===== src/rtl/tx_shift_if.sv =====
// Byte-serializer handshake bundle: block load on one side,
// byte-wide UART transmit handshake on the other.
interface tx_shift_if #(
    parameter int NBYTES = 16
);
    logic [8*NBYTES-1:0] d_in;
    logic                load;
    logic                tx_done;
    logic [7:0]          d_out;
    logic                tx_start;
    logic                busy;
    logic                shift_done;

    modport master (
        output d_in, load, tx_done,
        input  d_out, tx_start, busy, shift_done
    );

    modport slave (
        input  d_in, load, tx_done,
        output d_out, tx_start, busy, shift_done
    );
endinterface


===== src/rtl/tx_shift.sv =====
// Captures a block on load and hands it to the UART TX one byte
// at a time, MSB byte first, matching the receive-side byte order.
module tx_shift #(
    parameter int NBYTES = 16
) (
    input logic clk,
    input logic reset,
    tx_shift_if.slave io
);
    localparam int W  = 8 * NBYTES;
    localparam int CW = (NBYTES > 1) ? $clog2(NBYTES) : 1;
    localparam logic [CW-1:0] LAST = CW'(NBYTES - 1);

    typedef enum logic [1:0] {
        IDLE,
        START,
        WAIT
    } state_e;

    state_e        state_q;
    logic [W-1:0]  sreg_q;
    logic [W-1:0]  sreg_d;
    logic [CW-1:0] cnt_q;
    logic [CW-1:0] cnt_d;
    logic          start_q;
    logic          busy_q;
    logic          sdone_q;

    assign sreg_d = sreg_q << 8;
    assign cnt_d  = cnt_q + CW'(1);

    // d_out is the top byte of the shift register, so it only moves
    // on the edges that load or shift, i.e. the edges entering START.
    assign io.d_out      = sreg_q[W-1 -: 8];
    assign io.tx_start   = start_q;
    assign io.busy       = busy_q;
    assign io.shift_done = sdone_q;

    always_ff @(posedge clk) begin
        if (reset) begin
            state_q <= IDLE;
            sreg_q  <= '0;
            cnt_q   <= '0;
            start_q <= 1'b0;
            busy_q  <= 1'b0;
            sdone_q <= 1'b0;
        end else begin
            start_q <= 1'b0;
            sdone_q <= 1'b0;
            unique case (state_q)
                IDLE: begin
                    if (io.load) begin
                        sreg_q  <= io.d_in;
                        cnt_q   <= '0;
                        start_q <= 1'b1;
                        busy_q  <= 1'b1;
                        state_q <= START;
                    end
                end
                START: begin
                    state_q <= WAIT;
                end
                WAIT: begin
                    if (io.tx_done) begin
                        if (cnt_q == LAST) begin
                            busy_q  <= 1'b0;
                            sdone_q <= 1'b1;
                            state_q <= IDLE;
                        end else begin
                            sreg_q  <= sreg_d;
                            cnt_q   <= cnt_d;
                            start_q <= 1'b1;
                            state_q <= START;
                        end
                    end
                end
                default: begin
                    state_q <= IDLE;
                end
            endcase
        end
    end
endmodule

===== src/flat_wrapper.sv =====
// flat-port wrapper written by rule: the top's interface ports become plain ports
module tx_shift_flat 
#(
    parameter int NBYTES = 16
)
  (clk, reset, io_d_in, io_load, io_tx_done, io_d_out, io_tx_start, io_busy, io_shift_done);
  tx_shift_if #(.NBYTES(NBYTES)) io_i ();
  input logic clk;
  input logic reset;
  input wire logic [$bits(io_i.d_in)-1:0] io_d_in;
  input wire logic [$bits(io_i.load)-1:0] io_load;
  input wire logic [$bits(io_i.tx_done)-1:0] io_tx_done;
  output wire logic [$bits(io_i.d_out)-1:0] io_d_out;
  output wire logic [$bits(io_i.tx_start)-1:0] io_tx_start;
  output wire logic [$bits(io_i.busy)-1:0] io_busy;
  output wire logic [$bits(io_i.shift_done)-1:0] io_shift_done;
  assign io_i.d_in = io_d_in;
  assign io_i.load = io_load;
  assign io_i.tx_done = io_tx_done;
  assign io_d_out = io_i.d_out;
  assign io_tx_start = io_i.tx_start;
  assign io_busy = io_i.busy;
  assign io_shift_done = io_i.shift_done;
  tx_shift #(.NBYTES(NBYTES)) u_core (.clk(clk), .reset(reset), .io(io_i));
endmodule

===== config.mk =====
export PLATFORM = sky130hd
export DESIGN_NAME = tx_shift_flat
export DESIGN_NICKNAME = d
export VERILOG_FILES = /design/src/rtl/tx_shift_if.sv /design/src/rtl/tx_shift.sv /design/src/flat_wrapper.sv
export SDC_FILE = /design/constraint.sdc
export NUM_CORES = 1
export LEC_CHECK = 0
export CAP_MARGIN = 0
export CELL_PAD_IN_SITES_DETAIL_PLACEMENT = 2
export CELL_PAD_IN_SITES_GLOBAL_PLACEMENT = 2
export CORE_ASPECT_RATIO = 1.75
export CORE_MARGIN = 1
export CORE_UTILIZATION = 30
export CTS_BUF_LIST = sky130_fd_sc_hd__clkbuf_16
export CTS_CLUSTER_DIAMETER = 150
export DETAILED_ROUTE_END_ITERATION = 10
export HOLD_SLACK_MARGIN = 0.02
export PLACE_DENSITY_LB_ADDON = 0.1
export SYNTH_ARGS = -nofsm -noshare
export SYNTH_HDL_FRONTEND = slang
export SYNTH_SLANG_ARGS = --single-unit

===== constraint.sdc =====
create_clock -name clk -period 4.8 [get_ports clk]
set_input_delay 0.96 -clock clk [delete_from_list [all_inputs] [get_ports clk]]
set_output_delay 0.96 -clock clk [all_outputs]
set_load 0.01 [all_outputs]

==> impl_metrics.tcl <==
set metrics [dict create \
    ant_nets 0 \
    die_area_mm2 0.0201 \
    grt_pass1_vias 5957 \
    area_growth_pct 34.8 \
    synth_mux_area_share_pct 0.171 \
    synth-main-ff-cell "dfxtp_1" \
    synth.area.top_cells "dfxtp_1 47%, a311oi_1 18%, nand2_1 16%" \
    cts.sinks 137 \
    arrival_ns 3.29 \
    syn-cell-area_mm2 0.00585 \
    async_flop_share_pct 0 \
    slowest_stage "clkdlybuf4s50_1" \
    placed_cell_area_mm2 0.00727 \
    cts_tree "built" \
    wl_per_cell_um 17.7 \
    status "complete, no violations" \
    cts_buffers 17 \
    holdWs_ns 0.473 \
    clock_path_buffers 2 \
    overflow 0 \
    ys_warn_count 0 \
    slew_viol_final 0 \
    cpPeakStageDelay_ns 0.61 \
    clock-root-buffer "clkbuf_16" \
    synth_edf_count 0 \
    ctsHoldBuffers 0 \
    hold_class "reg -> reg" \
    grt_max_degree 112 \
    start_kind "input port" \
    detail_route.iter0.violations 177 \
    leakage_nw 2.98 \
    grt_pass1_wl_um 30400 \
    synth_fa_ha_area_share_pct 0.214 \
    wirelength_um 19300 \
    cp.required_ns 5.09 \
    place_ws_ns 1.41 \
    design_area_mm2 0.00789 \
    port_buffers 142 \
    cap_violations 0 \
    antenna_found_initial 0 \
    post_cts_buffers 0 \
    fmax_ghz 0.334 \
    critPathBufInv 2 \
    num_vias 5643 \
    grt_setup_unrepaired "false" \
    ys_ff_latch 137 \
    drc 0 \
    synth_compound_area_share_pct 20.6 \
    ir_drop_mv 0.202 \
    powerDensity_mw_per_mm2 399 \
    netlist_top_cells_count "242 x nand2_1, 137 x dfxtp_1, 128 x nor2_1, 121 x a311oi_1, 41 x clkbuf_1" \
    start_util_pct 30.6 \
    path_cells "clkdlybuf4s50_1 > mux2i_1 > a211oi_4 > buf_12 > nor2_1 > a311oi_1" \
    nets 967 \
    core-area_mm2 0.0191 \
    hold_viol_final 0 \
    fin_crit_sh_pct 62.4 \
    insertedDiodeCount 0 \
    yosysTopAreaCellShare_pct 46.9 \
    core.rowCount 67 \
    grt_use_total_pct 19.4 \
    fp.dieW_um 108 \
    synth_seq_area_share_pct 46.9 \
    clk_latency_ns 0.42 \
    crit_fanout 111 \
    fin_setup_tns_ns 0 \
    worst_path_dominant_cell_family "buffers and inverters" \
    yosysUniqueCellTypes 26 \
    fin_util_pct 41.3 \
    slew-limit-headroom_pct 26.6 \
    dp.final_hpwl_um 12900 \
    synth.most_common_cell "nand2_1" \
    dieHeight_um 187 \
    endpoint_kind "flip-flop" \
    finalSetupViolCount 0 \
    synth_top_family_by_area "simple AND/OR/NAND/NOR gates" \
    drt_pass1_iterations 4 \
    drt-vias-per-instance 5.19 \
    drive_above_1_share_pct 5.31 \
    yosys.area_share.xor_xnor_pct 0 \
    clkTransAtPathRegs_ns 0.06 \
    worst_pin_slew_ns 1.10 \
    layout_min_cycle_time_ns 3.00 \
    place_congestion 0.779 \
    fin_ws_ns 1.80 \
    crit_type "in -> reg" \
    yosys.area_share.simple_pct 25.1 \
    yosys.area.top_type "dfxtp_1" \
    synth_cells 743 \
    syn-num-nets 876 \
    htree_levels 4 \
    io_pins 143 \
    finClkSkew_ns 0.0133 \
    cts_resized 0 \
    syn_avg_cell_area_um2 7.87 \
]
[worst min-delay path, delay by kind of cell, from the launching register on]
family           cells  cell delay (ns)
AND/OR/NAND/NOR      1             0.05
AO/OA/AOI/OAI        1             0.07
flip-flops           1             0.31
[path summary, 6_finish.rpt]
kind                                   startpoint            endpoint  slack, ns  cells after the start
worst max-delay path                   io_tx_done   u_core.sreg_q[77]       1.80                      6
worst min-delay path            u_core.sreg_q[97]  u_core.sreg_q[105]       0.47                      2
worst max register to register    u_core.cnt_q[0]   u_core.sreg_q[77]       2.33                      6
worst min register to register  u_core.sreg_q[97]  u_core.sreg_q[105]       0.47                      2
[final cells by class]
| type | instances | area [um2] |
|---|---|---|
| Clock buffer | 17 | 425 |
| Clock inverter | 15 | 189 |
| Fill cell | 2139 | 11200 |
| Inverter | 2 | 7.51 |
| Multi-Input combinational cell | 526 | 2720 |
| Sequential cell | 137 | 2740 |
| Tap cell | 241 | 302 |
| Timing Repair Buffer | 150 | 1500 |
[report_power, final]
part | switching [W] | total, W | internal, W
logic | 0.000242 | 0.000461 | 0.000219
clock network | 0.000543 | 0.00137 | 0.000829
registers | 0.0000641 | 0.00131 | 0.00125
total | 0.000849 | 0.00314 | 0.00230
[per-stage QoR]
stage | power [W] | instances
2_1_floorplan | 0.00160 | 743
3_3_place_gp | 0.00178 | 1056
3_5_place_dp | 0.00180 | 1056
4_1_cts | 0.00320 | 1088
5_1_grt | 0.00329 | 1088
6_report | 0.00314 | 1088
[registers in the layout (all words and copies together), names as in the netlist]
register and flops:
u_core.sreg_q 128, u_core.io.busy 1, u_core.io.shift_done 1, u_core.io.tx_start 1
u_core.cnt_q 4, u_core.state_q 2
[layer usage]
layer	wire length, um	global-route usage (%)
met1	7900	21.8
met4	619	8.48
met2	10200	35.1
met5	0	0
met3	572	3.32
[layout by cell type, fill, tap and decap left out, types with 2 or more instances in the layout]
cell type	synthesis	final
dfxtp_1	137	137
nand3_1	4	4
a22o_1	8	8
buf_4	9	7
clkinv_4	0	4
inv_6	0	4
clkdlybuf4s50_1	0	141
inv_1	2	2
clkinv_2	0	2
a311oi_1	121	121
nor2_1	128	127
clkbuf_16	0	17
nand2_1	242	242
buf_12	0	2
o21ai_0	2	2
a21oi_1	7	7
bufinv_16	0	3
[cells by family after synthesis]
group                      after synthesis
and+or+nand+nor                        383
AOI/OAI and AO/OA                      141
DFF                                    137
buffers and inverters                   80
muxes                                    1
adders and majority gates                1
No activity file was read; power rests on OpenSTA's default activity.
